File: src/rtl/adc_touch_pkg.sv
// adc_touch_pkg: shared types and constants for the touch-screen ADC responder.
// Holds the responder FSM state type, the A2..A0 channel codes, the two result
// widths, and the channel-select helper used when a command byte completes.
package adc_touch_pkg;

    typedef enum logic [2:0] {
        StIdle,
        StCmd,
        StBusy,
        StData,
        StTail
    } state_e;

    localparam logic [2:0] CH_X  = 3'b101;
    localparam logic [2:0] CH_Y  = 3'b001;
    localparam logic [2:0] CH_Z1 = 3'b011;
    localparam logic [2:0] CH_Z2 = 3'b100;

    localparam int unsigned RES_BITS_12 = 12;
    localparam int unsigned RES_BITS_8  = 8;

    // Maps the A2..A0 field onto one of the stimulus values; unused codes read as zero.
    function automatic logic [11:0] select_channel(input logic [2:0]  ch,
                                                   input logic [11:0] x_val,
                                                   input logic [11:0] y_val,
                                                   input logic [11:0] z1_val,
                                                   input logic [11:0] z2_val);
        logic [11:0] val;
        case (ch)
            CH_X:    val = x_val;
            CH_Y:    val = y_val;
            CH_Z1:   val = z1_val;
            CH_Z2:   val = z2_val;
            default: val = 12'h000;
        endcase
        return val;
    endfunction

endpackage

File: src/rtl/adc_touch_responder_if.sv
// adc_touch_responder_if: the 4-wire touch ADC serial link.
//   cs       chip select, active high (controller -> ADC)
//   dclk     serial clock (controller -> ADC)
//   din      command bit (controller -> ADC)
//   dout     result bit (ADC -> controller)
//   busy     conversion busy (ADC -> controller)
//   penirq_n pen interrupt, active low (ADC -> controller)
// master = touch controller side, slave = ADC/responder side.
interface adc_touch_responder_if;

    logic cs;
    logic dclk;
    logic din;
    logic dout;
    logic busy;
    logic penirq_n;

    modport master (
        output cs,
        output dclk,
        output din,
        input  dout,
        input  busy,
        input  penirq_n
    );

    modport slave (
        input  cs,
        input  dclk,
        input  din,
        output dout,
        output busy,
        output penirq_n
    );

endinterface

File: src/rtl/sync_edge.sv
// sync_edge: multi-flop synchronizer for an asynchronous input followed by an
// edge detector that compares the synchronized level with its previous value.
//   clk_i    system clock
//   rst_ni   synchronous active-low reset
//   d_i      asynchronous input
//   level_o  synchronized level
//   rise_o   one-cycle pulse on a synchronized 0->1 transition
//   fall_o   one-cycle pulse on a synchronized 1->0 transition
module sync_edge #(
    parameter int unsigned Stages = 2
) (
    input  logic clk_i,
    input  logic rst_ni,
    input  logic d_i,
    output logic level_o,
    output logic rise_o,
    output logic fall_o
);

    logic [Stages-1:0] sync_q;
    logic              prev_q;

    always_ff @(posedge clk_i) begin
        if (!rst_ni) begin
            sync_q <= '0;
            prev_q <= 1'b0;
        end else begin
            sync_q <= {sync_q[Stages-2:0], d_i};
            prev_q <= sync_q[Stages-1];
        end
    end

    assign level_o = sync_q[Stages-1];
    assign rise_o  = sync_q[Stages-1] & ~prev_q;
    assign fall_o  = ~sync_q[Stages-1] & prev_q;

endmodule

File: src/rtl/adc_touch_responder.sv
// adc_touch_responder: device end of the 4-wire touch-screen ADC serial link.
// Captures the command byte on DCLK rising edges, raises BUSY for one DCLK
// period, then shifts the 12- or 8-bit result out on DCLK falling edges.
// All link inputs are synchronized into clk_i; DCLK is treated purely as data.
//   clk_i        system clock
//   rst_ni       synchronous active-low reset
//   adc_bus      serial link (slave side): cs/dclk/din in, dout/busy/penirq_n out
//   touch_i      stimulus: pen down
//   x_val_i..z2_val_i  stimulus conversion values
//   cmd_byte_o   last complete command byte
//   cmd_valid_o  one-cycle pulse when cmd_byte_o updates
module adc_touch_responder
    import adc_touch_pkg::*;
#(
    parameter int unsigned SyncStages = 2
) (
    input  logic                        clk_i,
    input  logic                        rst_ni,
    adc_touch_responder_if.slave        adc_bus,
    input  logic                        touch_i,
    input  logic [11:0]                 x_val_i,
    input  logic [11:0]                 y_val_i,
    input  logic [11:0]                 z1_val_i,
    input  logic [11:0]                 z2_val_i,
    output logic [7:0]                  cmd_byte_o,
    output logic                        cmd_valid_o
);

    // ------------------------------------------------------------------
    // Input synchronization
    // ------------------------------------------------------------------
    logic cs_level, cs_fall, unused_cs_rise;
    logic dclk_rise, dclk_fall, unused_dclk_level;

    sync_edge #(
        .Stages (SyncStages)
    ) u_cs_sync (
        .clk_i   (clk_i),
        .rst_ni  (rst_ni),
        .d_i     (adc_bus.cs),
        .level_o (cs_level),
        .rise_o  (unused_cs_rise),
        .fall_o  (cs_fall)
    );

    sync_edge #(
        .Stages (SyncStages)
    ) u_dclk_sync (
        .clk_i   (clk_i),
        .rst_ni  (rst_ni),
        .d_i     (adc_bus.dclk),
        .level_o (unused_dclk_level),
        .rise_o  (dclk_rise),
        .fall_o  (dclk_fall)
    );

    // DIN uses the same depth as DCLK so a bit and its clock edge stay aligned.
    logic [SyncStages-1:0] din_sync_q;
    logic                  din_s;

    always_ff @(posedge clk_i) begin
        if (!rst_ni) begin
            din_sync_q <= '0;
        end else begin
            din_sync_q <= {din_sync_q[SyncStages-2:0], adc_bus.din};
        end
    end

    assign din_s = din_sync_q[SyncStages-1];

    // ------------------------------------------------------------------
    // State
    // ------------------------------------------------------------------
    state_e      state_q, state_d;
    logic [6:0]  cmd_sr_q, cmd_sr_d;
    logic [3:0]  bit_cnt_q, bit_cnt_d;
    logic [3:0]  nbits_q, nbits_d;
    logic [11:0] res_q, res_d;
    logic        dout_q, dout_d;
    logic        busy_q, busy_d;
    logic        penirq_n_q, penirq_n_d;
    logic [7:0]  cmd_byte_q, cmd_byte_d;
    logic        cmd_valid_q, cmd_valid_d;
    logic [1:0]  pd_q, pd_d;

    logic [7:0]  cmd_word;
    logic [11:0] sel_val;

    always_ff @(posedge clk_i) begin
        if (!rst_ni) begin
            state_q     <= StIdle;
            cmd_sr_q    <= '0;
            bit_cnt_q   <= '0;
            nbits_q     <= 4'(RES_BITS_12);
            res_q       <= '0;
            dout_q      <= 1'b0;
            busy_q      <= 1'b0;
            penirq_n_q  <= 1'b1;
            cmd_byte_q  <= 8'h00;
            cmd_valid_q <= 1'b0;
            pd_q        <= 2'b00;
        end else begin
            state_q     <= state_d;
            cmd_sr_q    <= cmd_sr_d;
            bit_cnt_q   <= bit_cnt_d;
            nbits_q     <= nbits_d;
            res_q       <= res_d;
            dout_q      <= dout_d;
            busy_q      <= busy_d;
            penirq_n_q  <= penirq_n_d;
            cmd_byte_q  <= cmd_byte_d;
            cmd_valid_q <= cmd_valid_d;
            pd_q        <= pd_d;
        end
    end

    // ------------------------------------------------------------------
    // Next-state and output logic
    // ------------------------------------------------------------------
    always_comb begin
        state_d     = state_q;
        cmd_sr_d    = cmd_sr_q;
        bit_cnt_d   = bit_cnt_q;
        nbits_d     = nbits_q;
        res_d       = res_q;
        dout_d      = dout_q;
        busy_d      = busy_q;
        cmd_byte_d  = cmd_byte_q;
        cmd_valid_d = 1'b0;
        pd_d        = pd_q;
        cmd_word    = {cmd_sr_q, din_s};
        sel_val     = select_channel(cmd_word[6:4], x_val_i, y_val_i, z1_val_i, z2_val_i);

        unique case (state_q)
            StIdle: begin
                dout_d    = 1'b0;
                busy_d    = 1'b0;
                bit_cnt_d = '0;
                if (cs_level) begin
                    state_d = StCmd;
                end
            end

            StCmd: begin
                // Zeros before the start bit are ignored; the start bit is bit 7.
                if (dclk_rise && (bit_cnt_q != 4'd0 || din_s)) begin
                    cmd_sr_d  = cmd_word[6:0];
                    bit_cnt_d = bit_cnt_q + 4'd1;
                    if (bit_cnt_q == 4'd7) begin
                        cmd_byte_d  = cmd_word;
                        cmd_valid_d = 1'b1;
                        pd_d        = cmd_word[1:0];
                        bit_cnt_d   = '0;
                        state_d     = StBusy;
                        // Result is frozen here; later stimulus changes are not seen.
                        if (cmd_word[3]) begin
                            res_d   = {sel_val[11:4], 4'h0};
                            nbits_d = 4'(RES_BITS_8);
                        end else begin
                            res_d   = sel_val;
                            nbits_d = 4'(RES_BITS_12);
                        end
                    end
                end
            end

            StBusy: begin
                // First falling edge raises BUSY, the second drops it and presents the MSB.
                if (dclk_fall) begin
                    if (!busy_q) begin
                        busy_d = 1'b1;
                    end else begin
                        busy_d    = 1'b0;
                        dout_d    = res_q[11];
                        res_d     = {res_q[10:0], 1'b0};
                        bit_cnt_d = 4'd1;
                        state_d   = StData;
                    end
                end
            end

            StData: begin
                if (dclk_fall) begin
                    if (bit_cnt_q == nbits_q) begin
                        dout_d  = 1'b0;
                        state_d = StTail;
                    end else begin
                        dout_d    = res_q[11];
                        res_d     = {res_q[10:0], 1'b0};
                        bit_cnt_d = bit_cnt_q + 4'd1;
                    end
                end
            end

            StTail: begin
                dout_d = 1'b0;
                if (!cs_level) begin
                    state_d = StIdle;
                end
            end

            default: begin
                state_d = StIdle;
            end
        endcase

        // CS dropping wins over everything, including a coincident DCLK edge.
        if (cs_fall) begin
            state_d     = StIdle;
            dout_d      = 1'b0;
            busy_d      = 1'b0;
            bit_cnt_d   = '0;
            cmd_valid_d = 1'b0;
            cmd_byte_d  = cmd_byte_q;
            pd_d        = pd_q;
        end

        // PD[0] set means the interrupt is disabled by the last command.
        if (state_d == StIdle && !pd_d[0]) begin
            penirq_n_d = ~touch_i;
        end else begin
            penirq_n_d = 1'b1;
        end
    end

    assign adc_bus.dout     = dout_q;
    assign adc_bus.busy     = busy_q;
    assign adc_bus.penirq_n = penirq_n_q;
    assign cmd_byte_o       = cmd_byte_q;
    assign cmd_valid_o      = cmd_valid_q;

endmodule

File: src/flat_wrapper.sv
// flat-port wrapper written by rule: the top's interface ports become plain ports
module adc_touch_responder_flat import adc_touch_pkg::*;
#(
    parameter int unsigned SyncStages = 2
)
  (clk_i, rst_ni, touch_i, x_val_i, y_val_i, z1_val_i, z2_val_i, cmd_byte_o, cmd_valid_o, adc_bus_cs, adc_bus_dclk, adc_bus_din, adc_bus_dout, adc_bus_busy, adc_bus_penirq_n);
  adc_touch_responder_if adc_bus_i ();
  input  logic clk_i;
  input  logic rst_ni;
  input  logic touch_i;
  input  logic [11:0] x_val_i;
  input  logic [11:0] y_val_i;
  input  logic [11:0] z1_val_i;
  input  logic [11:0] z2_val_i;
  output logic [7:0] cmd_byte_o;
  output logic cmd_valid_o;
  input wire logic [$bits(adc_bus_i.cs)-1:0] adc_bus_cs;
  input wire logic [$bits(adc_bus_i.dclk)-1:0] adc_bus_dclk;
  input wire logic [$bits(adc_bus_i.din)-1:0] adc_bus_din;
  output wire logic [$bits(adc_bus_i.dout)-1:0] adc_bus_dout;
  output wire logic [$bits(adc_bus_i.busy)-1:0] adc_bus_busy;
  output wire logic [$bits(adc_bus_i.penirq_n)-1:0] adc_bus_penirq_n;
  assign adc_bus_i.cs = adc_bus_cs;
  assign adc_bus_i.dclk = adc_bus_dclk;
  assign adc_bus_i.din = adc_bus_din;
  assign adc_bus_dout = adc_bus_i.dout;
  assign adc_bus_busy = adc_bus_i.busy;
  assign adc_bus_penirq_n = adc_bus_i.penirq_n;
  adc_touch_responder #(.SyncStages(SyncStages)) u_core (.clk_i(clk_i), .rst_ni(rst_ni), .adc_bus(adc_bus_i), .touch_i(touch_i), .x_val_i(x_val_i), .y_val_i(y_val_i), .z1_val_i(z1_val_i), .z2_val_i(z2_val_i), .cmd_byte_o(cmd_byte_o), .cmd_valid_o(cmd_valid_o));
endmodule
File: config.mk
export PLATFORM = sky130hd
export DESIGN_NAME = adc_touch_responder_flat
export DESIGN_NICKNAME = d
export VERILOG_FILES = /design/src/rtl/adc_touch_pkg.sv /design/src/rtl/adc_touch_responder_if.sv /design/src/rtl/sync_edge.sv /design/src/rtl/adc_touch_responder.sv /design/src/flat_wrapper.sv
export SDC_FILE = /design/constraint.sdc
export NUM_CORES = 1
export LEC_CHECK = 0
export CORE_MARGIN = 2
export CORE_UTILIZATION = 43
export DETAILED_ROUTE_END_ITERATION = 16
export PLACE_DENSITY = 0.72
export SETUP_SLACK_MARGIN = 0.05
export SLEW_MARGIN = 20
export SYNTH_ARGS = -nofsm -noshare
export SYNTH_HDL_FRONTEND = slang
export SYNTH_SLANG_ARGS = --single-unit
File: constraint.sdc
create_clock -name clk_i -period 2 [get_ports clk_i]
set_clock_uncertainty 0.15 [all_clocks]
set_input_delay 0.4 -clock clk_i [delete_from_list [all_inputs] [get_ports clk_i]]
set_output_delay 0.4 -clock clk_i [all_outputs]
set_load 0.02 [all_outputs]
After elaboration in Yosys (flattened, before gate mapping)
Cells that the tools add are included.

operators by class
  add/subtract/negate cells = 1
  bitwise operators = 11
  $lt $le $gt $ge = 0
  shift-type cells = 0
  $mul = 0
  equality and inequality tests = 16
  divide/modulo/power cells = 0
  reduce and logical (&&, ||, !) cells = 22
  multiplexer cells = 40

operator list
  kind                                                                     number
  12-bit two-way mux                                                       6
  12-bit case mux with 4 select lines                                      1
  12-bit case mux with 3 select lines                                      1
  3-bit two-way mux                                                        10
  4-bit two-way mux                                                        7
  4-bit case mux with 4 select lines                                       1
  3-bit case mux with 5 select lines                                       1
  1-bit two-way mux                                                        11
  2-bit by 1-bit inequality test with 1-bit output, second input constant  5
  3-bit by 2-bit == test with 1-bit output, second input constant          3
  3-bit == test, second input constant                                     3
  1-bit NOT                                                                8
  4-bit AND reduction                                                      2
  4-bit nonzero test                                                       2
  7-bit AND reduction                                                      1
  3-bit by 1-bit == test with 1-bit output, second input constant          2
  3-bit logical NOT                                                        2
  2-bit AND reduction                                                      3
  6-bit AND reduction                                                      1
  3-bit nonzero test                                                       2
  4-bit by 1-bit adder with 4-bit output, second input constant            1
  4-bit by 3-bit == test with 1-bit output, second input constant          1
  4-bit == test                                                            1
  2-bit OR reduction                                                       2
  other kinds (10)                                                         13

word-level totals
  bits in latches = 0
  logic and storage cells = 106
  output and inout port bits = 12
  memory bits (writable) = 0
  memory bits (read-only) = 0
  input port bits = 54
  bits in registers = 51
  memories kept = 0

Depth between registers and ports, before layout
  word-level depth = 9
  gate-level depth with buffers = 7

By module
From an unflattened synthesis, not the netlist that was laid out.

unflattened totals
  cells, all modules = 281
  area, all modules = 2578.7 µm²

modules (own cells, without submodules)
  module               area an instance (µm²)  instances  cells an instance
  adc_touch_responder  2396.0                  1          265
  sync_edge            91.3                    2          8

Worst setup path before layout
No wires, ideal clock.

  kind = flip-flop to flip-flop
  start = register u_core.bit_cnt_q[0]
  end = register u_core.penirq_n_q, in the netlist u_core.adc_bus.penirq_n
  stages on the path, launching flop included = 8
  library setup time = 136 ps
  slack = 25 ps
  arrival time = 1690 ps
  path buffers = 1
  data required time = 1714 ps
  cell sequence = dfxtp_1 > ha_1 > nand4b_1 > or4_4 > nor2b_4 > buf_8 > mux2i_1 > nand4_1

between the ends
  word-level cells in the longest chain between the ends = 9

RTL lines
  item                                                                     line                        text
  start: declaration                                                       adc_touch_responder.sv:76   logic [3:0] bit_cnt_q, bit_cnt_d;
  start signal: assignment                                                 adc_touch_responder.sv:105  bit_cnt_q <= bit_cnt_d;
  4-bit nonzero test                                                       adc_touch_responder.sv:146  if (dclk_rise && (bit_cnt_q != 4'd0 || din_s)) begin
  1-bit logical OR                                                         adc_touch_responder.sv:146
  1-bit logical AND                                                        adc_touch_responder.sv:146
  3-bit two-way mux or 1-bit two-way mux (tied branches)                   adc_touch_responder.sv:146
  3-bit case mux with 5 select lines or 1-bit two-way mux (tied branches)  adc_touch_responder.sv:134  unique case (state_q)
  3-bit two-way mux or 1-bit two-way mux (tied branches)                   adc_touch_responder.sv:208  if (cs_fall) begin
  3-bit logical NOT or 1-bit logical NOT (tied branches)                   adc_touch_responder.sv:219  if (state_d == StIdle && !pd_d[0]) begin
  1-bit logical AND *                                                      adc_touch_responder.sv:219
  2-bit AND reduction (no line) *                                          -
  end signal: assignment                                                   adc_touch_responder.sv:110  penirq_n_q <= penirq_n_d;
  end: declaration                                                         adc_touch_responder.sv:81   logic penirq_n_q, penirq_n_d;

Mark *: on every way between the ends. The rest lies on a longest branch, timed or not.
A chain may end at the register's enable or synchronous reset.

Final worst setup path
  start = register u_core.bit_cnt_q[0]
  end = register u_core.cmd_byte_q[4], in the netlist u_core.cmd_byte_o[4]

between the ends
  word-level cells in the longest chain between the ends = 4

RTL lines
  item                             line                        text
  4-bit nonzero test               adc_touch_responder.sv:146
  1-bit logical OR                 adc_touch_responder.sv:146
  1-bit logical AND                adc_touch_responder.sv:146
  4-bit AND reduction (no line) *  -
  end signal: assignment           adc_touch_responder.sv:111  cmd_byte_q <= cmd_byte_d;
  end: declaration                 adc_touch_responder.sv:82   logic [7:0] cmd_byte_q, cmd_byte_d;

Marks and branches as above.

==> reports/metrics.cfg <==
[status]
status=finished, final reports clean

[sta]
period_share_pct=97.7
hold_viol_final=0
fmax_ghz=0.512
drv_slew=0
rsz0062_at_grt=yes
whs_ns=0.290
post-route-min-period_ns=1.95
tightestPinTransition_ns=0.455
slew_headroom_pct=69.3
finalWorstSetupSlack_ns=0.0450
setup_viol=0

[placed_design]
place_ws_ns=-0.00974
hpwl_microns=4210
place_area_sq_mm=0.00328
io_buffers=65
dp_cells=411
place_congestion=0.853

[detailed_routing]
ant_nets=0
drc=0
wl_per_cell_microns=13.7
vias=2205
initialDrtViolationCount=85
viasPerCell=5.23
routed_wl_microns=5780
firstDrtPassIters=4

[clock_network]
clock_sinks=48
cts.hold.buffers_added=0
cts_buffers=5
tritoncts=built
clockBufferDepth=2
htreeDepth=2
clk_root_buffer_cell=clkbuf_8
clk_pin_slew_worst_paths_ns=0.09
worstSkewPairLatency_ns=0.30

[worst_setup_path]
criticalPathCategory=reg -> reg
r2r-end=u_core.cmd_byte_o[4]$_SDFFE_PN0P_
r2r-start=u_core.bit_cnt_q[0]$_SDFFE_PP0P_
startpoint=u_core.bit_cnt_q[0]$_SDFFE_PP0P_
crit_path_start_kind=flop
path_buf_inv=1
slowest_delay_ns=0.49
r2r_cells=7
cp_slowest_cell=or4_4
worst_ep_required_time_ns=2.05
critPathMaxFanout=9
critPathTopFamily=simple AND/OR/NAND/NOR gates
ff2ff_setup_slack_ns=0.05
cp.arrival_ns=2.01
end_kind=flop
worstPathCellList=ha_4 -> nand4b_1 -> or4_4 -> nor2b_4 -> buf_12 -> mux2i_1 -> nor2b_1

[final_layout]
nets=405
final_layout_size_suffix_gt1_share_pct=13.1
syn_to_final_growth_pct=42.6
post-route-util_pct=63.4
antenna-diode-count=0
final_cells=422
fin_area_sq_mm=0.00347

[yosys]
synthCells=271
ys_seq_elements=48
synth_ff_type=dfxtp_1
ys_top_cells_by_area=dfxtp_1 (40%), mux2i_1 (12%), o21ai_0 (5.3%)
synth_cell_types=46
async_flop_share_pct=0
synth_fp_nets=327
synth_edf_count=0
synth-seq-area-share_pct=39.5
netlist_area_sq_mm=0.00243
yosysWarnings=0
yosysMostFrequentCell=dfxtp_1
postSynthAreaPerCell_sq_um=8.98
synth_top_area_share_pct=39.5
yosys-top-cells-count=dfxtp_1 (48), mux2i_1 (28), o21ai_0 (26)
yosysTopAreaCell=dfxtp_1

[die]
die_w_microns=79.2
std_cell_rows=27
initial_utilization_pct=44.4
dieHeight_microns=79.2
core_sq_mm=0.00547
io_pins=66
die_area_sq_mm=0.00627

[global_route]
grtUsageTotal_pct=18.6
grt_max_degree=24
antenna_found_initial=0
grt_pass1_wl_microns=9520
grt_pass1_vias=2094
grt-ovfl-total=0

[worst_hold_path]
whs_path_depth=1
worstHoldStart=u_core.din_sync_q[0]$_SDFF_PN0_
hold_class=reg -> reg
whs_endpoint=u_core.din_sync_q[1]$_SDFF_PN0_

[flow_run]
drv_cap=0

[power_and_ir_drop]
power_density_mw_per_mm2=533
p_leak_nw=1.24
ir_drop_mv=0.474

[flip-flops by register name, indices dropped and copies added (netlist names)]
register,count
u_core.din_sync_q,2
u_core.adc_bus.busy,1
u_core.u_cs_sync.prev_q,1
u_core.adc_bus.penirq_n,1
u_core.u_dclk_sync.sync_q,2
u_core.nbits_q,1
u_core.bit_cnt_q,4
u_core.cmd_sr_q,7
u_core.res_q,12
u_core.adc_bus.dout,1
u_core.cmd_byte_o,8
u_core.cmd_valid_o,1
u_core.u_cs_sync.sync_q,2
u_core.pd_q,1
u_core.state_q,3
u_core.u_dclk_sync.prev_q,1
[what timing repair did]
item / CTS / global route
resized for setup: 3 / 9
setup endpoints to repair: 21 / 28
buffers inserted: 1 / 2
[layer usage]
layer | share of wire (%) | routed length [microns] | global-route usage (%)
met5 | 0 | 0 | 0
met4 | 0.66 | 38 | 4.83
met3 | 1.9 | 108 | 3.64
met2 | 50 | 2900 | 30.6
met1 | 47 | 2730 | 25.0
[cells in the final DEF, fill, tap and decap left out, drive strengths merged, types with 2 or more instances in the layout]
cell           instances
o21ai                 27
nand2b                 3
nand3                  3
o31ai                  2
nand2                 22
a21oi                  7
nor3                   4
clkbuf                 5
dfxtp                 48
o211ai                 2
a221oi                 3
nand3b                 9
o22ai                 10
or4                    2
a22o                   4
nor4                   2
inv                    5
ha                     2
and2                   9
nand4                  2
or3                    2
clkdlybuf4s50         64
mux2i                 28
nor2b                 20
a211oi                 3
buf                   23
nor2                  13
a221o                  8
[power by group]
part | internal (mW) | switching (mW) | total (mW)
sequential | 0.963 | 0.00713 | 0.970
clock | 0.370 | 0.328 | 0.698
combinational | 0.125 | 0.0562 | 0.182
[how the worst max path moves through the flow]
stage                                                     to  cells past startpoint  slack, ns
after CTS                   u_core.bit_cnt_q[3]$_SDFFE_PP0P_                      7       0.02
after detailed placement   u_core.cmd_byte_o[4]$_SDFFE_PN0P_                      7      -0.01
after global routing       u_core.cmd_byte_o[7]$_SDFFE_PN0P_                      7      -0.06
final                      u_core.cmd_byte_o[4]$_SDFFE_PN0P_                      7       0.05
after floorplan           u_core.adc_bus.penirq_n$_SDFF_PN1_                      7       0.03
after global placement     u_core.cmd_byte_o[6]$_SDFFE_PN0P_                      7       0.04
[kinds of logic (layout without fill, tap and decap cells)]
| logic type | count (synthesis) | in the layout | share of synthesized area (%) |
|---|---|---|---|
| fa+ha+maj | 2 | 2 | 1.03 |
| simple gates | 99 | 99 | 23.5 |
| mux | 28 | 28 | 11.5 |
| compound gates | 71 | 71 | 19.9 |
| flops | 48 | 48 | 39.5 |
| buf+inv | 22 | 101 | 4.27 |
| xor+xnor | 1 | 1 | 0.360 |
[area by class of cell]
type                    count  area (sq um)
clock buffers               5          68.8
clock inverters             3          42.5
fillers                   482          2000
inverters                   5          18.8
multi-input cells         201          1400
flip-flops and latches     48           970
well taps                  72          90.1
repair buffers             88           876
[metrics by stage]
step	power [mW]	TNS, ns
CTS	1.87	0
finish	1.85	0
detailed placement	1.17	-0.0173
global placement	1.17	0
floorplan	1.05	0
global route	1.93	-0.474
Power figures use the tool's default switching activity.
